--- src/rtl/maze_nav_engine.sv ---
// maze_nav_engine: debounced 4-button maze walker with goal detect
// and a row-scanned LED matrix view of walls and player.
module maze_nav_engine #(
  parameter int GRID_W = 8,
  parameter int GRID_H = 8,
  parameter logic [GRID_W*GRID_H-1:0] WALL_MAP = '0,
  parameter int START_X = 0,
  parameter int START_Y = GRID_H - 1,
  parameter int GOAL_X = GRID_W - 1,
  parameter int GOAL_Y = 0,
  parameter int DEBOUNCE_CYCLES = 16,
  parameter int SCAN_DIV = 1024,
  parameter int COUNT_W = 8
) (
  input  logic                      clk,
  input  logic                      reset,
  input  logic                      btnTop,
  input  logic                      btnBottom,
  input  logic                      btnLeft,
  input  logic                      btnRight,
  input  logic                      restart,
  output logic [$clog2(GRID_W)-1:0] pos_x,
  output logic [$clog2(GRID_H)-1:0] pos_y,
  output logic [COUNT_W-1:0]        move_count,
  output logic                      bump,
  output logic                      win,
  output logic [GRID_H-1:0]         row,
  output logic [GRID_W-1:0]         col
);
  localparam int XW = $clog2(GRID_W);
  localparam int YW = $clog2(GRID_H);
  localparam int CW = $clog2(DEBOUNCE_CYCLES + 1);
  localparam int SW = $clog2(SCAN_DIV + 1);

  typedef enum logic {PLAY, WIN} state_e;

  logic [3:0]    btn;
  logic [3:0]    s1_q, s2_q, press_q;
  logic [CW-1:0] dcnt_q [4];

  assign btn = {btnTop, btnBottom, btnLeft, btnRight};

  always_ff @(posedge clk or negedge reset) begin
    if (!reset) begin
      s1_q    <= '0;
      s2_q    <= '0;
      press_q <= '0;
      for (int i = 0; i < 4; i++) dcnt_q[i] <= '0;
    end else begin
      s1_q <= btn;
      s2_q <= s1_q;
      for (int i = 0; i < 4; i++) begin
        // pulse on the edge where the count lands on the threshold
        press_q[i] <= s2_q[i] &&
          (dcnt_q[i] == CW'(DEBOUNCE_CYCLES - 1));
        if (!s2_q[i])
          dcnt_q[i] <= '0;
        else if (dcnt_q[i] != CW'(DEBOUNCE_CYCLES))
          dcnt_q[i] <= dcnt_q[i] + CW'(1);
      end
    end
  end

  state_e            state_q;
  logic [XW-1:0]     pos_x_q;
  logic [YW-1:0]     pos_y_q;
  logic [COUNT_W-1:0] cnt_q;
  logic              bump_q, win_q;

  int   tx, ty;
  logic mv, blocked, at_goal;

  always_comb begin
    tx = int'(pos_x_q);
    ty = int'(pos_y_q);
    mv = 1'b1;
    if (press_q[3])      ty = ty - 1;
    else if (press_q[2]) ty = ty + 1;
    else if (press_q[1]) tx = tx - 1;
    else if (press_q[0]) tx = tx + 1;
    else                 mv = 1'b0;
    blocked = 1'b0;
    if (tx < 0 || tx >= GRID_W || ty < 0 || ty >= GRID_H)
      blocked = 1'b1;
    else
      blocked = WALL_MAP[ty*GRID_W + tx];
    at_goal = (tx == GOAL_X) && (ty == GOAL_Y);
  end

  always_ff @(posedge clk or negedge reset) begin
    if (!reset) begin
      state_q <= PLAY;
      pos_x_q <= XW'(START_X);
      pos_y_q <= YW'(START_Y);
      cnt_q   <= '0;
      bump_q  <= 1'b0;
      win_q   <= 1'b0;
    end else if (restart) begin
      state_q <= PLAY;
      pos_x_q <= XW'(START_X);
      pos_y_q <= YW'(START_Y);
      cnt_q   <= '0;
      bump_q  <= 1'b0;
      win_q   <= 1'b0;
    end else begin
      bump_q <= 1'b0;
      if (state_q == PLAY && mv) begin
        if (blocked) begin
          bump_q <= 1'b1;
        end else begin
          pos_x_q <= XW'(tx);
          pos_y_q <= YW'(ty);
          if (cnt_q != '1) cnt_q <= cnt_q + COUNT_W'(1);
          if (at_goal) begin
            state_q <= WIN;
            win_q   <= 1'b1;
          end
        end
      end
    end
  end

  logic [SW-1:0] sdiv_q;
  logic [YW-1:0] r_q;

  always_ff @(posedge clk or negedge reset) begin
    if (!reset) begin
      sdiv_q <= '0;
      r_q    <= '0;
    end else if (sdiv_q == SW'(SCAN_DIV - 1)) begin
      sdiv_q <= '0;
      r_q    <= (r_q == YW'(GRID_H - 1)) ? '0 : r_q + YW'(1);
    end else begin
      sdiv_q <= sdiv_q + SW'(1);
    end
  end

  always_comb begin
    row = '0;
    row[r_q] = 1'b1;
    col = '0;
    for (int c = 0; c < GRID_W; c++)
      col[c] = WALL_MAP[int'(r_q)*GRID_W + c] |
        (pos_x_q == XW'(c) && pos_y_q == r_q);
    if (win_q) col = '1;
  end

  assign pos_x      = pos_x_q;
  assign pos_y      = pos_y_q;
  assign move_count = cnt_q;
  assign bump       = bump_q;
  assign win        = win_q;
endmodule

--- config.mk ---
export PLATFORM = sky130hd
export DESIGN_NAME = maze_nav_engine
export DESIGN_NICKNAME = d
export VERILOG_FILES = /design/src/rtl/maze_nav_engine.sv
export SDC_FILE = /design/constraint.sdc
export NUM_CORES = 1
export LEC_CHECK = 0
export ABC_AREA = 1
export CORE_UTILIZATION = 51
export DETAILED_ROUTE_END_ITERATION = 10
export GPL_TIMING_DRIVEN = 0
export PLACE_DENSITY = 0.81
export SYNTH_ARGS = -nofsm -noshare
export SYNTH_HDL_FRONTEND = slang
export SYNTH_SLANG_ARGS = --single-unit
--- constraint.sdc ---
create_clock -name clk -period 1.7 [get_ports clk]
set_clock_uncertainty 0.15 [all_clocks]
set_input_delay 0.34 -clock clk [delete_from_list [all_inputs] [get_ports clk]]
set_output_delay 0.34 -clock clk [all_outputs]
set_load 0.01 [all_outputs]
* Word-level counts from Yosys, hierarchy flattened
Memories as Yosys holds them, arrays and structs flattened.
Cells that the tools add are included.
W data, S select, Z words.
** Word-level totals
- Register bits :: 62
- Word-level logic and storage cells :: 175
- Bits in read-only memories :: 520
- Output and inout port bits :: 32
- Memories kept :: 9
- Bits of input ports :: 7
** Memory list
- (name not given) :: words 64, bits a word 1, read ports 1, clocked after memory_dff 0, write ports 0, line 143 : col[c] = WALL_MAP[int'(r_q)*GRID_W + c] |
- (name not given) :: words 64, bits a word 1, read ports 1, clocked after memory_dff 0, write ports 0, line 143
- (name not given) :: words 64, bits a word 1, read ports 1, clocked after memory_dff 0, write ports 0, line 143
- (name not given) :: words 64, bits a word 1, read ports 1, clocked after memory_dff 0, write ports 0, line 143
- (name not given) :: words 64, bits a word 1, read ports 1, clocked after memory_dff 0, write ports 0, line 143
- (name not given) :: words 64, bits a word 1, read ports 1, clocked after memory_dff 0, write ports 0, line 143
- 3 more memories
** Operators by class
- Bitwise gates (word level) :: 9
- Mux-type cells :: 58
- Reductions and logical operators :: 26
- $add $sub $neg :: 19
- Magnitude comparators :: 15
- Equal/unequal tests :: 25
** Operators by type and width (count)
- $mux W32 :: 4
- $ge A32 B5 Y1 const B :: 2
- $lt A32 B1 Y1 const B :: 2
- $lt A7 B7 Y1 const B :: 7
- $mux W5 :: 8
- $mux W8 :: 5
- $add A32 B32 Y32 :: 1
- $eq A32 B4 Y1 const B :: 1
- $logic_not A32 Y1 :: 1
- $lt A32 B8 Y1 const B :: 1
- $mux W1 :: 30
- $add A6 B3 Y7 const B :: 4
- $mux W3 :: 7
- $add A5 B1 Y5 const B :: 4
- $eq A5 B4 Y1 const B :: 4
- $ne A5 B5 Y1 const B :: 4
- $eq A3 B3 Y1 const B :: 5
- $logic_and A1 B1 Y1 :: 15
- $add A6 B2 Y7 const B :: 2
- $add A11 B1 Y11 const B :: 1
- $eq A11 B10 Y1 const B :: 1
- $mux W11 :: 1
- $add A3 B1 Y4 const B :: 2
- $add A8 B1 Y8 const B :: 1
- 21 further kinds :: 39

* Depth between registers and ports, before layout
- Depth after elaboration :: 13
- Mapped depth :: 12
- Gate-level depth less buffers :: 12

* Least setup slack after synthesis
Ideal clock, no wire load.
- Kind :: reg-to-reg
- Start :: reg pos_y_q[0] (netlist: pos_y[0])
- End :: reg win_q (netlist: win)
- Setup time :: 0.116 ns
- Stages on the path, launching flop included :: 10
- Setup slack :: -0.094 ns
- Arrival :: 1.527 ns
- Path buffers :: 0
- Clock period less this slack :: 1.794 ns
- Data required time :: 1.434 ns
- Cell sequence :: dfstp_2 > inv_2 > ha_1 > or2_2 > nand3_1 > nor2_1 > nand2_1 > nor2_1 > nand2_1 > nand2_1
** Between the ends
- Longest elaborated chain between the ends :: 10
- Elaborated cells between the ends (all ways) :: 18
- Those cells by class :: add/sub (3); order compare (2); eq/ne (1); mux (5); reduce/logical (6); memory (1)
** RTL lines
- start, declared :: line 66 : logic [YW-1:0] pos_y_q;
- start signal, assigned :: line 94 : pos_y_q <= YW'(START_Y);
- start signal, assigned :: line 101 : pos_y_q <= YW'(START_Y);
- start signal, assigned :: line 112 : pos_y_q <= YW'(ty);
- $add A3 B1 Y4 :: line 78 : else if (press_q[2]) ty = ty + 1;
- $mux W4 :: line 78
- $mux W32 * :: line 77 : if (press_q[3]) ty = ty - 1;
- $add A32 B32 Y32 :: line 86 : blocked = WALL_MAP[ty*GRID_W + tx];
- $mem_v2 Z64 W1
- $mux W1 (implied by the code) (2 in series) :: line 86
- $mux W1 :: line 83 : if (tx < 0 || tx >= GRID_W || ty < 0 || ty >= GRID_H)
- $ne A2 B2 Y1 (no line)
- $reduce_and A3 Y1 (no line) *
- end signal, assigned :: line 97 : win_q <= 1'b0;
- end signal, assigned :: line 104 : win_q <= 1'b0;
- end signal, assigned :: line 116 : win_q <= 1'b1;
- end, declared :: line 68 : logic bump_q, win_q;
Mark *: on every way between the ends. The rest lies on a longest branch, timed or not. The select of a mux whose other input is x is not followed.
A chain may end at the register's enable or synchronous reset.

* Final worst setup path
- Start :: reg pos_y_q[1] (netlist: pos_y[1])
- End :: out col[2]
** Between the ends
- Longest elaborated chain between the ends :: 4
** RTL lines
- $eq A3 B3 Y1 :: line 144 : (pos_x_q == XW'(c) && pos_y_q == r_q);
- $logic_and A1 B1 Y1 :: line 144
- $or A1 B1 Y1 :: line 143
- $mux W8 :: line 145 : if (win_q) col = '1;
- end, declared :: line 28 : output logic [GRID_W-1:0] col
No other way between the ends.

==> summary.txt <==
Synthesis
  – Syn avg cell area: slightly above 8 um2
  – Yosys cell types: 30
  – Sequential area share after synthesis: 0.4463
  – Post-synth net total: between 400 and 500
  – Syn. warnings: 0
  – Post-synthesis instance total: 431
  – #FFs+latches synth: between 60 and 70
  – Mapped Area: between 3000 and 4000 um2

CTS
  – Root Buffer: clkbuf_8
  – Clock sink count: 62
  – CTS tree: built
  – CTS max path bufs: 2
  – Worst-path clk slew: 0.07 ns
  – Clk Latency, worst-skew pair: 0.35 ns
  – TritonCTS Buffers: 9
  – CTS H-tree depth: 3

Timing
  – Worst setup margin: -0.5315 ns
  – Final Hold Viols: 0
  – Final setup viols: 34
  – Tmin final: approximately 2.2 ns
  – Pins Over Slew Limit: 0
  – Fmax: 448.1 MHz
  – Max_slew headroom: 0.5756
  – RSZ-0062 raised after global routing: true
  – Measured slew at the worst slew-check pin: between 0.6 and 0.7 ns
  – Final period utilization: 1.313

Routing
  – Routed vias: between 3000 and 4000
  – Final ANT Viol Nets: 0
  – Drt initial violations: between 200 and 300
  – Post-DR wirelength/cell: between 15 and 20 um
  – Post-detailed-routing wire length: 9.334 mm
  – DRC viols: 4
  – Vias/cell: 5.501
  – Drt pass-1 iters: 8

Placed design
  – Port bufs: 37
  – Routability cong.: 0.8448
  – Final HPWL DP: roughly 5 mm
  – Placed cell count: 546

Global route
  – Met3 Track Usage GR: 0.06686
  – Grt ovf: 0
  – Vias in the first global route: about 3100
  – Most heavily used metal layer in global routing: met2
  – GRT Overall Usage: 0.2501
  – First-pass GRT wire length: 14.14 mm
  – Grt met1 use: 0.3135
  – Largest net degree at the start of global routing: 38
  – Initial antenna violation count: 0
  – Met2 layer usage reported by global route: 0.4169

Worst setup path
  – Worst setup SP type: register
  – WP data arrival: ~1.7 ns
  – Req. time, crit path: about 1.2 ns
  – Endpoint class of the critical path: primary output
  – Max FO, Critical Path: 4
  – Setup CP Type: register to primary output

Floorplanning
  – Core Rows: 29
  – Starting Density: 0.5395
  – DIE WIDTH: between 80 and 90 um
  – Core ar.: between 6000 and 7000 um2
  – Die area: 7167 um2
  – Ports: 39
  – Chip height: around 85 um

Flow run
  – Maxcap violations: 0

Pwr
  – Sequential group share of total power: 0.502
  – Pwr dens: between 600 and 700 nW/um2
  – Max VDD drop: approximately 0.00054 V
  – Comb pwr share: 0.094
  – Leak: around 2.5 nW
  – Int Power: between 0.002 and 0.0025 W
  – Psw: approximately 0.00081 W
  – Clk network pwr share: 0.404
  – Total Power: 0.003132 W
  – Switching Fraction: 0.2578

Cells and area
  – Share of layout cells above drive strength 1: 0.3064
  – FILL cells: 418
  – ANT cells: 0
  – Cell Count, Final, Fillers Out: 609
  – P&R area growth vs syn: 38.49%
  – Layout Nets: approximately 560

Status
  – Failing checks: design-rule violations, negative setup slack
  – Outcome: finished with violations

Worst hold path
  – Class of the worst hold path: register to register
synthesized netlist by cell type (all sizes together):
master	number	share of area
nand2	101	0.12
a21boi	2	0.0043
or2	2	0.0036
nor3b	2	0.0043
nand3b	4	0.0086
nand3	38	0.063
ha	25	0.090
xnor2	5	0.013
xor2	5	0.013
dfstp	3	0.023
o21ai	23	0.033
nor2	46	0.052
o31ai	7	0.015
a21oi	9	0.013
clkbuf	2	0.0022
buf	2	0.0072
dfrtp	59	0.42
clkinv	1	0.0011
nand4	8	0.014
inv	70	0.076
nor3	16	0.023
o21bai	1	0.0022
cell usage in the layout (no fill, tap or decap), types with 3 or more instances in the layout:
cell / n
nand2_1: 88
inv_1: 62
dfrtp_1: 50
nor2_1: 39
buf_4: 29
ha_1: 23
o21ai_0: 21
nand3_1: 20
buf_6: 20
buf_2: 18
nand3_2: 15
nand2_2: 10
dlygate4sd2_1: 10
nor3_1: 9
a21oi_1: 9
clkbuf_8: 9
dfrtp_2: 9
nand4_1: 8
nor3_2: 6
inv_2: 5
xor2_1: 5
nor2_2: 4
nand3b_1: 4
o31ai_4: 4
clkbuf_1: 4
clkdlybuf4s50_1: 4
xnor2_2: 3
nand3_4: 3
nor2_4: 3
dfstp_2: 3
logic make-up after synthesis:
logic type / after synthesis / share of synthesized area
adders and majority gates: 25 / 0.08977
AOI/OAI and AO/OA: 42 / 0.06750
DFF: 62 / 0.4463
xor gates and xnor gates: 10 / 0.02513
buffers and inverters: 75 / 0.08654
and+or+nand+nor: 217 / 0.2847
power groups by stage:
stage          logic (W)  registers (W)  clock network [W]
2_1_floorplan   0.000121        0.00160                  0
3_3_place_gp    0.000214        0.00160                  0
3_5_place_dp    0.000230        0.00160                  0
4_1_cts         0.000266        0.00157            0.00127
5_1_grt         0.000327        0.00158            0.00136
6_report        0.000294        0.00157            0.00127
worst max-delay path: stages (launching register included):
cell and delay [ns]:
dfstp_2 0.56, xnor2_2 0.14, nand3_4 0.13, buf_6 0.14, buf_6 0.10, o31ai_4 0.15, buf_2 0.16
final timing paths:
check,start,endpoint,slack [ns],depth (start not counted)
min in group asynchronous,reset,move_count[5],0.39,2
hold / removal,s1_q[3],s2_q[3],0.20,0
setup / recovery,pos_y[1],col[2],-0.53,6
hold reg to reg,s1_q[3],s2_q[3],0.20,0
max in group asynchronous,reset,pos_y[0],0.32,3
setup reg to reg,pos_y[2],pos_x[0],-0.34,13
per-stage QoR:
step / instance area [um2] / hold slack, ns / utilization / setup slack, ns / setup TNS, ns
after floorplan: 3537 / -0.1056 / - / -0.02270 / -0.1574
after global placement: 4004 / 0.1850 / 0.6199 / -1.834 / -117.75
after detailed placement: 4019 / 0.1903 / 0.6222 / -0.6420 / -7.159
after CTS: 4506 / 0.2073 / 0.6976 / -0.5639 / -6.310
after global routing: 4826 / 0.2129 / 0.7472 / -0.5844 / -11.97
final: 4826 / 0.2041 / 0.7472 / -0.5315 / -9.670
per-layer routing:
metal | wire length, um | vias up
li1 | - | 1567
met1 | 3877 | 1624
met2 | 4705 | 129
met3 | 453 | 30
met4 | 297 | 0
met5 | 0 | -
flip-flops by register name, summed over array words and instances, names as in the netlist, 4 cells and up:
name / count
dcnt_q: 20
move_count: 8
s1_q: 4
sdiv_q: 11
s2_q: 4
press_q: 4
area by class of cell:
| class | count | area, um2 | area share |
|---|---|---|---|
| timing repair buffer | 86 | 745.7 | 0.1545 |
| clock inverter | 4 | 47.55 | 0.009852 |
| buffer | 3 | 28.78 | 0.005963 |
| clock buffer | 12 | 135.1 | 0.02800 |
| sequential | 62 | 1567 | 0.3246 |
| inverter | 71 | 280.3 | 0.05808 |
| tap | 77 | 96.34 | 0.01996 |
| multi-input combinational | 294 | 1926 | 0.3990 |
repair_timing:
action | 4_1_cts | 5_1_grt
buffers inserted | 32 | 15
cloned | 1 | 0
hold buffers | 1 | 0
pin swaps | 7 | 21
endpoints found under the setup margin | 38 | 44
endpoints found under the hold margin | 24 | 0
gates resized for setup | 134 | 47
Note: power is estimated with default switching activity, not from simulation.
